--- config.mk ---
export PLATFORM = sky130hd
export DESIGN_NAME = regfile_nport
export DESIGN_NICKNAME = d
export VERILOG_FILES = /design/src/rtl/regfile_nport.sv
export SDC_FILE = /design/constraint.sdc
export NUM_CORES = 1
export LEC_CHECK = 0
export ABC_CLOCK_PERIOD_IN_PS = 1500
export CORE_ASPECT_RATIO = 0.6
export CORE_MARGIN = 2
export CORE_UTILIZATION = 49
export DETAILED_ROUTE_END_ITERATION = 6
export PLACE_DENSITY = 0.76
export SLEW_MARGIN = 20
export SYNTH_ARGS = -nofsm -noshare
export SYNTH_HDL_FRONTEND = slang
export SYNTH_SLANG_ARGS = --single-unit
--- constraint.sdc ---
create_clock -name clk -period 1.5 [get_ports clk]
set_input_delay 0.3 -clock clk [delete_from_list [all_inputs] [get_ports clk]]
set_output_delay 0.3 -clock clk [all_outputs]
set_load 0.05 [all_outputs]
--- src/rtl/regfile_nport.sv ---
// NREGS x DATASIZE register file: two registered read ports, one write port, opcode-driven,
// with a multi-cycle sweep-clear. Define REGFILE_BYPASS_EN for write-first forwarding on RW.
module regfile_nport #(
    parameter int DATASIZE = 8,
    parameter int ADDRW    = 2
) (
    input  logic                clk,
    input  logic                rst,
    input  logic                main_enable,
    input  logic [2:0]          op,
    input  logic [ADDRW-1:0]    addr_a,
    input  logic [ADDRW-1:0]    addr_b,
    input  logic [ADDRW-1:0]    addr_w,
    input  logic [DATASIZE-1:0] data_in,
    output logic [DATASIZE-1:0] out_A,
    output logic [DATASIZE-1:0] out_B,
    output logic                busy
);
    localparam int NREGS = 2 ** ADDRW;

`ifdef REGFILE_BYPASS_EN
    localparam bit BYPASS = 1'b1;
`else
    localparam bit BYPASS = 1'b0;
`endif

    typedef enum logic [2:0] {
        OP_RW  = 3'd0,
        OP_RD  = 3'd1,
        OP_WR  = 3'd2,
        OP_CLR = 3'd3,
        OP_MOV = 3'd4
    } op_t;

    typedef enum logic {
        ST_IDLE,
        ST_CLEAR
    } state_t;

    state_t                state;
    logic [ADDRW-1:0]      sweep_cnt;
    logic [DATASIZE-1:0]   regs [NREGS];

    always_ff @(posedge clk or posedge rst) begin
        if (rst) begin
            // NOTE: the array is reset element by element because a reset must leave every
            // register at zero; this keeps it in flops rather than a RAM macro.
            for (int i = 0; i < NREGS; i++) begin
                regs[i] <= '0;
            end
            out_A     <= '0;
            out_B     <= '0;
            busy      <= 1'b0;
            state     <= ST_IDLE;
            sweep_cnt <= '0;
        end else begin
            // NOTE: non-blocking assignments make every read below see pre-edge register
            // contents, which gives read-first behaviour on same-index RW for free.
            case (state)
                ST_IDLE: begin
                    if (main_enable) begin
                        case (op)
                            OP_RW: begin
                                out_A <= (BYPASS && addr_a == addr_w) ? data_in : regs[addr_a];
                                out_B <= (BYPASS && addr_b == addr_w) ? data_in : regs[addr_b];
                                regs[addr_w] <= data_in;
                            end
                            OP_RD: begin
                                out_A <= regs[addr_a];
                                out_B <= regs[addr_b];
                            end
                            OP_WR: begin
                                regs[addr_w] <= data_in;
                            end
                            OP_CLR: begin
                                state     <= ST_CLEAR;
                                busy      <= 1'b1;
                                sweep_cnt <= '0;
                            end
                            OP_MOV: begin
                                regs[addr_w] <= regs[addr_a];
                            end
                            default: ;
                        endcase
                    end
                end
                ST_CLEAR: begin
                    // Commands are dropped while sweeping; outputs hold.
                    regs[sweep_cnt] <= '0;
                    sweep_cnt       <= sweep_cnt + 1'b1;
                    if (sweep_cnt == {ADDRW{1'b1}}) begin
                        state <= ST_IDLE;
                        busy  <= 1'b0;
                    end
                end
                default: begin
                    state <= ST_IDLE;
                    busy  <= 1'b0;
                end
            endcase
        end
    end
endmodule
# After elaboration in Yosys (flattened, before gate mapping)
# Cells that the tools add are included.
[op_classes] addsub=1 mul=0 n_div=0 order_cmp=6 n_eq_ne=9 n_shift=0 n_mux=26 bitwise_logic=7 reduce_logical=9
[op_table] op="32-bit one-hot mux with 2 select lines" count=2
[op_table] op="32-bit bitwise mux" count=2
[op_table] op="8-bit two-way mux" count=6
[op_table] op="32-bit bitwise AND" count=1
[op_table] op="8-bit binary-select mux with 2-bit select" count=2
[op_table] op="8-bit demux with 2-bit select" count=2
[op_table] op="32-bit two-way mux" count=1
[op_table] op="32-bit inverter" count=1
[op_table] op="3-bit >= comparator (second input constant)" count=4
[op_table] op="2-bit inverter with 3-bit output" count=4
[op_table] op="3-bit by 2-bit equality test with 1-bit output (second input constant)" count=2
[op_table] op="3-bit by 1-bit < comparator with 1-bit output (second input constant)" count=2
[op_table] op="1-bit two-way mux" count=6
[op_table] op="3-bit AND reduction" count=2
[op_table] op="2-bit two-way mux" count=2
[op_table] op="2-bit by 1-bit != test with 1-bit output (second input constant)" count=2
[op_table] op="1-bit one-hot mux with 2 select lines" count=2
[op_table] op="2-bit one-hot mux with 2 select lines" count=1
[op_table] op="2-bit AND reduction" count=2
[op_table] op="2-bit OR reduction" count=2
[op_table] op="3-bit by 1-bit equality test with 1-bit output (second input constant)" count=1
[op_table] op="3-bit equality test (second input constant)" count=1
[op_table] op="3-bit zero test" count=1
[op_table] op="3-bit by 2-bit != test with 1-bit output (second input constant)" count=1
[op_table] op="other kinds (5)" count=6
[word_totals] reg_bits=52 latch_bits=0 ramBits=0 romBits=0 out_inout_bits=17 wordCells=67 n_memories=0

# Longest topological paths before layout
# Gate-level depths: netlist of the first run.
[logic_depth] word_depth=9 mapped_depth=5 mapped_depth_nobuf=5

# Least setup slack after synthesis of the first run
# Ideal clock, no wire load.
[synth_timing] kind="reg2reg" from="register state" to="register out_A[0]" setup_time_ps=125 t_arrival_ps=1536 required_ps=1375 path_slack_ps=-161 path_stages_with_launch=5 n_path_buf=2 path_cell_list="dfrtp_1 > buf_2 > nor4b_4 > buf_2 > mux2_2"
[synth_via] elab_chain_cells=2
[synth_lines] item="start, declared" line_no="40" rtl="state_t state;"
[synth_lines] item="start signal, assigned" line_no="54" rtl="state <= ST_IDLE;"
[synth_lines] item="start signal, assigned" line_no="76" rtl="state <= ST_CLEAR;"
[synth_lines] item="start signal, assigned" line_no="92" rtl="state <= ST_IDLE;"
[synth_lines] item="1-bit inverter (no line)"
[synth_lines] item="3-bit AND reduction (no line)"
[synth_lines] item="end signal, assigned" line_no="64" rtl="out_A <= (BYPASS && addr_a == addr_w) ? data_in : regs[addr_a];"
[synth_lines] item="end signal, assigned" line_no="69" rtl="out_A <= regs[addr_a];"
[synth_lines] item="end, declared" line_no="15" rtl="output logic [DATASIZE-1:0] out_A,"
# No other way between the ends.
# A chain may end at the register's enable or synchronous reset.

# Final worst setup path of the first run
[layout_timing] from="register state" to="register regs[30] (netlist name)"
[layout_via] elab_chain_cells=3
[layout_lines] item="1-bit inverter (no line)"
[layout_lines] item="3-bit by 2-bit != test with 1-bit output (no line) or 2-bit != test (tied branches)"
[layout_lines] item="2-bit AND reduction (no line)"
[layout_lines] item="end signal, assigned by index" line_no="66" rtl="regs[addr_w] <= data_in;"
[layout_lines] item="end signal, assigned by index" line_no="73" rtl="regs[addr_w] <= data_in;"
[layout_lines] item="end signal, assigned by index" line_no="81" rtl="regs[addr_w] <= regs[addr_a];"
[layout_lines] item="end, declared" line_no="42" rtl="logic [DATASIZE-1:0] regs [NREGS];"
# Parallel ways exist; a longest one is shown, timed or not.

==> results.ini, run 1 <==
[clock_network]
cts_hold_buffers = 0
cts-root-buf = clkbuf_8
clock_sink_count = 52
clockBufferDepth = 2
tritoncts = built
cts_made_buffers = 5
clk_latency_ns = 0.32
cts.clk_slew.worst_paths_ns = 0.11
htree_num_levels = 2

[synthesis]
yosysWarnings = 0
yosysUniqueCellTypes = 23
seq_area_frac_synth_pct = 49.2
synthesis.area_um2 = 2640
synth_ff_type = dfrtp_1
synth.net_count = 229
synth-seq-cells = 52
synth_edf_count = 0
post_synthesis_average_cell_area_um2 = 12.9
netlist.area_leader.share_pct = 49.2
post-synth-top-area-cell = dfrtp_1
async_s_r_ff_share_synth_pct = 100
yosys-top-cells-area = dfrtp_1 49%, mux4_2 14%, o211ai_1 9.1%
synthCells = 205

[die]
num_io_pins = 37
die-area_um2 = 6020
fp.dieH_um = 60.9
initial_utilization_pct = 51.5
placeableCoreArea_um2 = 5130
row_count = 20
die_width_um = 98.8

[placed_design]
placed_area_um2 = 3450
dp_hpwl_um = 4990
place_inst = 320
dp_slack_ns = -0.582
globalplace.congestion = 0.854
portBuffers = 36

[critical_path]
crit_required_ns = 1.71
arrival_ns = 1.72
critical_path.max_fanout = 9
worst_path_max_delay_cell = or4b_4
worst_r2r_path_depth = 4
end_kind = register
timing.critical_path.cells = or4b_4, buf_6, o211ai_1, o21ai_2
timing_worst_setup_path_type = register to register
delay_contributed_by_the_slowest_stage_of_the_critical_path_ns = 0.53
critPathLaunchType = register

[layout]
drive_above_1_share_pct = 42.3
final_common_cell = dfrtp_1
layout_common_cells = 52 x dfrtp_1, 32 x o211ai_1, 21 x buf_12
fin_cells = 331
finish.instance_area_um2 = 3830
fin_util_pct = 74.6
nNetsFinal = 288
syn2layout_area_growth_pct = 44.8
antenna-diode-count = 0

[detailed_routing]
drt_iter0_markers = 241
first_pass_iteration_count_of_the_detailed_router = 5
avg_vias_per_cell = 6.43
route.antenna.remaining_nets = 0
routed-via-count = 2127
wire_per_inst_um = 22.4
finalWirelength_um = 7410
drc = 0

[timing]
final.setup_skew_ns = 0.0106
setup_ws_ns = -0.00740
final_setup_viols = 3
fin_crit_sh_pct = 100
worst_slew_margin_rel_pct = 69.2
hold_slack_ns = 0.296
finalSetupTns_ns = -0.0158
maxClockFrequency_mhz = 663
report.final.hold_viol_count = 0
final_period_minus_worst_setup_slack_ns = 1.51
rsz_0062_raised_after_global_routing = true
worst_pin_slew_ns = 0.461
slew_viol_final = 0

[grt]
grt.total_usage_pct = 26.4
antenna_found_initial = 0
grt_start_max_net_pins = 22
overflow = 0
grt_pass1_vias = 2184
grt_first_pass_wirelength_um = 11800

[hold_path]
min-delay-path-class = input pin to async pin

[run_status]
status = complete, but fails checks
failing_checks = setup timing

[pwr]
total_design_power_mw = 6.90
power-per-cell-area_nw_per_um2 = 1800
max-vdd-ir-drop_mv = 1.55
leakage_nw = 1.62

[flow_run]
number_of_max_capacitance_violations_reported = 0

## per-layer routing
metal	track usage (%)	share of wire, %	vias to the layer above
met2	43.1	47	130
met4	6.85	2.1	0
li1	-	-	905
met1	36.5	42	1074
met3	6.45	8.9	18
met5	0	0	-
## where the power goes
part | leakage (nW) | internal, mW | switching (mW)
Clock | 0.0548 | 0.503 | 0.502
Combinational | 0.871 | 1.78 | 1.57
Sequential | 0.693 | 1.99 | 0.542
Total | 1.62 | 4.28 | 2.62
## worst paths after layout
check | from | end | slack (ns)
max | state | regs[30] | -0.007
min | rst | out_A[4] | 0.30
min in group clk | busy | busy | 0.55
max reg2reg | state | regs[30] | -0.007
max in group asynchronous | rst | regs[3] | 0.79
min reg2reg | busy | busy | 0.55
## synth_stat cells, drive strengths merged, types with 3 or more instances
| cell type | count |
|---|---|
| dfrtp | 52 |
| mux2i | 10 |
| mux4 | 16 |
| clkbuf | 12 |
| nand2 | 8 |
| inv | 3 |
| o21ai | 34 |
| mux2 | 16 |
| o211ai | 32 |
| or2 | 4 |
| ha | 4 |
| buf | 7 |
## flip-flops by register name, summed over array words and instances, names as in the netlist
name / cells
sweep_cnt: 2
regs: 32
busy: 1
out_A: 8
out_B: 8
state: 1
## kinds of logic (layout without fill, tap and decap cells)
| kind of cell | after synthesis | count (layout) | share of synthesized area [%] |
|---|---|---|---|
| mux | 42 | 42 | 24.2 |
| flops | 52 | 52 | 49.2 |
| simple gates | 17 | 17 | 4.54 |
| compound gates | 68 | 68 | 16.2 |
| buf+inv | 22 | 82 | 3.93 |
| fa+ha+maj | 4 | 4 | 1.89 |
## critical path: cells and delay by family (launching register included)
family	cells	cell delay, ns
AND/OR/NAND/NOR	1	0.53
buffers and inverters	1	0.17
AO/OA/AOI/OAI	2	0.32
flip-flops	1	0.40
## repair_timing
action                     4_1_cts  5_1_grt
cloned                           0        1
gates resized for setup         44       24
pin swaps                        6        5
setup buffers                    0        2
setup endpoints to repair       48       37
## layout make-up
class	count	area, um^2
multi-input combinational	131	1430
clock buffer	5	68.8
clock inverter	3	46.3
sequential	52	1300
timing repair buffer	71	885
tap	66	82.6
fill	311	1300
inverter	3	15.0
Power figures use the tool's default switching activity.
==> run 2, diff against run 1 <==
--- a/config.mk
+++ b/config.mk
@@ -5,12 +5,14 @@
 export SDC_FILE = /design/constraint.sdc
 export NUM_CORES = 1
 export LEC_CHECK = 0
+export ABC_AREA = 0
 export ABC_CLOCK_PERIOD_IN_PS = 1500
 export CORE_ASPECT_RATIO = 0.6
 export CORE_MARGIN = 2
-export CORE_UTILIZATION = 49
+export CORE_UTILIZATION = 45
+export CTS_CLUSTER_DIAMETER = 200
 export DETAILED_ROUTE_END_ITERATION = 6
-export PLACE_DENSITY = 0.76
+export PLACE_DENSITY = 0.7
 export SLEW_MARGIN = 20
 export SYNTH_ARGS = -nofsm -noshare
 export SYNTH_HDL_FRONTEND = slang
==> run 2 against run 1 <==
The run still ends with setup timing left. Critical path depth unchanged. Clock skew up 0.0011 ns. Cell area down 1.0%. Fmax fell by 1.1%. Utilization is 7.2 points lower. Non-clock buffer count down 2. Routed wire length down 6.6%. First-iteration DRC count is 6.2% lower.
==> results.ini, run 2 (same netlist as run 1, synthesis figures left out) <==
[placed_design]
portBuffers = 36  ; unchanged
globalplace.congestion = 0.855  ; +0.13%
dp_hpwl_um = 4600  ; -7.8%
place_inst = 335  ; +4.7%
placed_area_um2 = 3480  ; +0.73%

[clock_network]
cts-root-buf = clkbuf_8
htree_num_levels = 2  ; unchanged
clockBufferDepth = 2  ; unchanged
cts.clk_slew.worst_paths_ns = 0.10  ; about the same
cts_setup_buffers = 0  ; unchanged
tritoncts = built
clock_sink_count = 52  ; unchanged
cts_hold_buffers = 0  ; unchanged
cts_made_buffers = 5  ; unchanged
clk_latency_ns = 0.33  ; about the same

[detailed_routing]
first_pass_iteration_count_of_the_detailed_router = 4  ; -1
drt_iter0_markers = 226  ; -6.2%
avg_vias_per_cell = 6.01  ; -6.4%
drc = 0  ; unchanged
wire_per_inst_um = 20.2  ; -9.9%
route.antenna.remaining_nets = 0  ; unchanged
finalWirelength_um = 6920  ; -6.6%
routed-via-count = 2062  ; -3.1%

[pwr]
max-vdd-ir-drop_mv = 1.02  ; -34%
power-per-cell-area_nw_per_um2 = 1800  ; -0.24%
leakage_nw = 1.61  ; -0.41%

[flow_run]
number_of_max_capacitance_violations_reported = 0  ; unchanged

[layout]
finish.instance_area_um2 = 3790  ; -1.0%
final_common_cell = dfrtp_1
layout_common_cells = 52 x dfrtp_1, 32 x o211ai_1, 20 x buf_12
fin_cells = 343  ; +3.6%
largest_reg_flops = 32  ; unchanged
syn2layout_area_growth_pct = 43.3
nNetsFinal = 286  ; -0.69%
layout_top_registers = regs: 32 flops, out_A: 8 flops, out_B: 8 flops
drive_above_1_share_pct = 42.6  ; +0.32 points
antenna-diode-count = 0  ; unchanged
top_register = regs

[critical_path]
critPathLaunchType = register
crit_required_ns = 1.76  ; +0.05 ns
cp_top_family = simple AND/OR/NAND/NOR gates
timing.critical_path.cells = or4b_4, or2_4, buf_8, o21ai_2
arrival_ns = 1.79  ; +0.07 ns
critical_path.max_fanout = 6  ; -3
cp.buffers_inverters = 1  ; unchanged
timing_worst_setup_path_type = register to register
end_kind = register
worst_path_max_delay_cell = or4b_4
delay_contributed_by_the_slowest_stage_of_the_critical_path_ns = 0.57  ; +0.04 ns

[run_status]
status = complete, but fails checks
failing_checks = setup timing

[hold_path]
min-delay-path-class = input pin to async pin

[timing]
maxClockFrequency_mhz = 656  ; -1.1%
rsz_0062_raised_after_global_routing = true
report.final.hold_viol_count = 0  ; unchanged
final_setup_viols = 17  ; +14
setup_ws_ns = -0.0236  ; -0.0162 ns
final_period_minus_worst_setup_slack_ns = 1.52  ; +0.0162 ns
slew_viol_final = 0  ; unchanged
fin_crit_sh_pct = 102  ; +1.1 points
final.setup_skew_ns = 0.0116  ; +0.00105 ns
worst_slew_margin_rel_pct = 71.8  ; +2.6 points
worst_pin_slew_ns = 0.422  ; -0.0393 ns

[grt]
overflow = 0  ; unchanged
grt_first_pass_wirelength_um = 11400  ; -3.9%
grt.total_usage_pct = 23.4  ; -2.9 points
antenna_found_initial = 0  ; unchanged
grt_pass1_vias = 2152  ; -1.5%
grt_start_max_net_pins = 53  ; +140%

[die]
initial_utilization_pct = 47.0  ; -4.5 points
row_count = 21  ; +5.0%
die-area_um2 = 6520  ; +8.4%
placeableCoreArea_um2 = 5620  ; +9.6%
num_io_pins = 37  ; unchanged
fp.dieH_um = 63.4  ; +4.1%
die_width_um = 103  ; +4.2%

[run 2: cell type report]
type	count	area (um^2)
Multi-Input combinational cell	131	1390
Sequential cell	52	1300
Clock inverter	2	38.8
Inverter	3	15.0
Timing Repair Buffer	69	858
Tap cell	80	100
Fill cell	414	1830
Clock buffer	6	82.6
[run 2: timing repair]
action	in CTS	in global routing
endpoints found under the setup margin	48	47
pin swaps	4	8
resized for setup	41	13
[run 2: worst paths after layout]
| path | slack (ns) | startpoint | end | cells after the start |
|---|---|---|---|---|
| worst max-delay path | -0.02 | state | regs[24] | 4 |
| worst min-delay path | 0.38 | rst | out_B[4] | 3 |
| worst max register to register | -0.02 | state | regs[24] | 4 |
| worst min register to register | 0.55 | sweep_cnt[0] | sweep_cnt[0] | 1 |
| max in group asynchronous | 0.86 | rst | state | 3 |
| min in group clk | 0.55 | sweep_cnt[0] | sweep_cnt[0] | 1 |
[run 2: worst min-delay path, cell delays in order]
cell and delay [ns]:
clkdlybuf4s50_1 0.44, clkinvlp_4 0.10, buf_12 0.26
[run 2: layer usage]
layer	global-route usage, %	share of wire (%)	vias to the layer above
li1	-	-	902
met1	34.8	43	1030
met2	33.7	45	109
met3	5.77	10	21
met4	7.89	2.1	0
met5	0	0	-
[run 2: power breakdown]
group / leakage (nW) / internal, mW / switching (mW)
sequential: 0.693 / 1.99 / 0.510
clock: 0.0614 / 0.546 / 0.511
combinational: 0.858 / 1.71 / 1.55
total: 1.61 / 4.24 / 2.57
[run 2: per-stage QoR]
stage                     setup slack, ns  utilization, %  TNS (ns)  hold slack [ns]  total power, mW
final                             -0.0236            67.4    -0.228            0.384             6.81
after global routing              -0.0927            67.4     -2.22            0.414             7.16
after CTS                         -0.0415            66.6    -0.338            0.403             6.77
after detailed placement           -0.579            61.8    -22.89            0.534             5.58
after global placement             -0.539            61.8    -21.70            0.526             5.48
after floorplan                    -0.107               -     -1.12            0.355             4.15
==> run 3, diff against run 2 <==
--- a/config.mk
+++ b/config.mk
@@ -7,7 +7,6 @@
 export LEC_CHECK = 0
 export ABC_AREA = 0
 export ABC_CLOCK_PERIOD_IN_PS = 1500
-export CORE_ASPECT_RATIO = 0.6
 export CORE_MARGIN = 2
 export CORE_UTILIZATION = 45
 export CTS_CLUSTER_DIAMETER = 200
==> run 3 against run 2 <==
The flow still finishes with violations (setup timing). Global-route usage grew 0.25 points. Cell area grew 0.17%. Worst setup slack lost 0.050 ns. Power shrank 0.59%. Critical path type unchanged.
==> results.ini, run 3 (same netlist as run 1, synthesis figures left out) <==
[detailed_routing]
route.antenna.remaining_nets = 0  ; unchanged
drt_iter0_markers = 295  ; +31%
first_pass_iteration_count_of_the_detailed_router = 4  ; unchanged
avg_vias_per_cell = 6.31  ; +4.9%
drc = 0  ; unchanged
routed-via-count = 2088  ; +1.3%
finalWirelength_um = 7290  ; +5.3%
wire_per_inst_um = 22.0  ; +9.1%

[clock_network]
clk_latency_ns = 0.31  ; -0.02 ns
tritoncts = built
htree_num_levels = 2  ; unchanged
cts_made_buffers = 5  ; unchanged
cts_hold_buffers = 0  ; unchanged
cts-root-buf = clkbuf_8
cts.clk_slew.worst_paths_ns = 0.10  ; about the same
clockBufferDepth = 2  ; unchanged
clock_sink_count = 52  ; unchanged

[pwr]
total_design_power_mw = 6.77  ; -0.59%
max-vdd-ir-drop_mv = 0.950  ; -6.9%
power_spent_charging_and_discharging_nets_mw = 2.60  ; +1.3%
power_report.internal_total_mw = 4.17  ; -1.7%
power_frac_seq_pct = 37.6  ; +0.9 points
netSwitchingFraction_pct = 38.4  ; +0.73 points
power_frac_comb_pct = 49.8  ; +2.0 points
leakage_nw = 1.60  ; -0.53%
power-per-cell-area_nw_per_um2 = 1780  ; -0.75%
share_clk_of_total_power_pct = 12.6  ; -2.9 points

[die]
placeableCoreArea_um2 = 5570  ; -0.87%
num_io_pins = 37  ; unchanged
fp.dieH_um = 80.7  ; +27%
initial_utilization_pct = 47.4  ; +0.41 points
die-area_um2 = 6500  ; -0.30%
die_width_um = 80.7  ; -22%
row_count = 27  ; +29%

[placed_design]
portBuffers = 36  ; unchanged
dp_hpwl_um = 4620  ; +0.35%
globalplace.congestion = 0.841  ; -1.7%
dp_slack_ns = -0.616  ; -0.0368 ns
placed_area_um2 = 3400  ; -2.1%
place_inst = 317  ; -5.4%

[critical_path]
worst_r2r_path_depth = 5  ; +1
r2r_setup_slack_ns = -0.07  ; -0.05 ns
critPathLaunchType = register
regToRegStartpoint = state
arrival_ns = 1.77  ; -0.02 ns
end_kind = register
timing_worst_setup_path_type = register to register
critical_path.max_fanout = 8  ; +2
rr_endpoint = out_A[5]
crit_required_ns = 1.70  ; -0.06 ns

[layout]
drive_above_1_share_pct = 42.1  ; -0.50 points
final_common_cell = dfrtp_1
top_register = regs
fin_cells = 331  ; -3.5%
layout_top_registers = regs: 32 flops, out_A: 8 flops, out_B: 8 flops
finish.instance_area_um2 = 3790  ; +0.17%
layout_common_cells = 52 x dfrtp_1, 32 x o211ai_1, 22 x buf_12
largest_reg_flops = 32  ; unchanged
nNetsFinal = 282  ; -1.4%
antenna-diode-count = 0  ; unchanged
syn2layout_area_growth_pct = 43.5
layout.filler_cells = 381  ; -8.0%

[timing]
finalSetupTns_ns = -1.37  ; -1.15 ns
fin_crit_sh_pct = 105  ; +3.3 points
setup_ws_ns = -0.0733  ; -0.0498 ns
final.setup_skew_ns = 0.00619  ; -0.00544 ns
final_period_minus_worst_setup_slack_ns = 1.57  ; +0.0498 ns
final_setup_viols = 25  ; +8
maxClockFrequency_mhz = 636  ; -3.2%
worst_pin_slew_ns = 0.433  ; +0.0111 ns
worst_slew_margin_rel_pct = 71.1  ; -0.74 points
rsz_0062_raised_after_global_routing = true
slew_viol_final = 0  ; unchanged
report.final.hold_viol_count = 0  ; unchanged

[run_status]
failing_checks = setup timing
status = complete, but fails checks

[grt]
antenna_found_initial = 0  ; unchanged
grt.total_usage_pct = 23.7  ; +0.25 points
overflow = 0  ; unchanged
grt_pass1_vias = 2211  ; +2.7%
grt_start_max_net_pins = 53  ; unchanged
grt_first_pass_wirelength_um = 11300  ; about the same

[flow_run]
number_of_max_capacitance_violations_reported = 0  ; unchanged

[hold_path]
min-delay-path-class = input pin to async pin

[run 3: worst max-delay path by stage]
stage,to,from
global route,out_B[7],state
finish,out_A[5],state
global placement,regs[0],addr_a[0]
floorplan,out_A[0],state
CTS,regs[30],state
detailed placement,regs[1],addr_a[0]
[run 3: timing repair]
item	in CTS	in global routing
pin swaps	2	6
cloned	0	1
buffers inserted	0	5
gates resized for setup	50	14
endpoints found under the setup margin	48	44
[run 3: cell type report]
| class | instances | area (um^2) | share of cell area, % |
|---|---|---|---|
| inverter | 3 | 15.0 | 0.396 |
| timing repair buffer | 65 | 856 | 22.6 |
| clock buffer | 6 | 82.6 | 2.18 |
| tap | 72 | 90.1 | 2.37 |
| clock inverter | 2 | 15.0 | 0.396 |
| multi-input combinational | 131 | 1440 | 37.8 |
| sequential | 52 | 1300 | 34.3 |
[run 3: worst max-delay path: stages, from the launching register on]
cell and delay (ns):
dfrtp_1 0.41, buf_6 0.14, nor4b_4 0.24, buf_4 0.20, clkbuf_16 0.17, mux2_4 0.30
[run 3: per-layer routing]
layer / up-vias / wire (um) / GRT usage (%)
li1: 893 / - / -
met4: 0 / 212 / 10.5
met3: 22 / 494 / 4.94
met5: - / 0 / 0
met1: 1082 / 2850 / 30.8
met2: 91 / 3730 / 38.2
[run 3: power by group through the flow]
stage	Clock, mW	Sequential, mW	Combinational [mW]
floorplan	0	2.95	1.20
global placement	0	2.49	2.92
detailed placement	0	2.54	2.99
CTS	0.860	2.52	3.19
global route	0.927	2.60	3.58
finish	0.854	2.54	3.37
[run 3: per-stage QoR]
| stage | utilization [%] | hold slack, ns |
|---|---|---|
| 5_1_grt | 68.1 | 0.444 |
| 2_1_floorplan | - | 0.355 |
| 6_report | 68.1 | 0.401 |
| 4_1_cts | 66.1 | 0.415 |
| 3_3_place_gp | 61.1 | 0.521 |
| 3_5_place_dp | 61.1 | 0.535 |
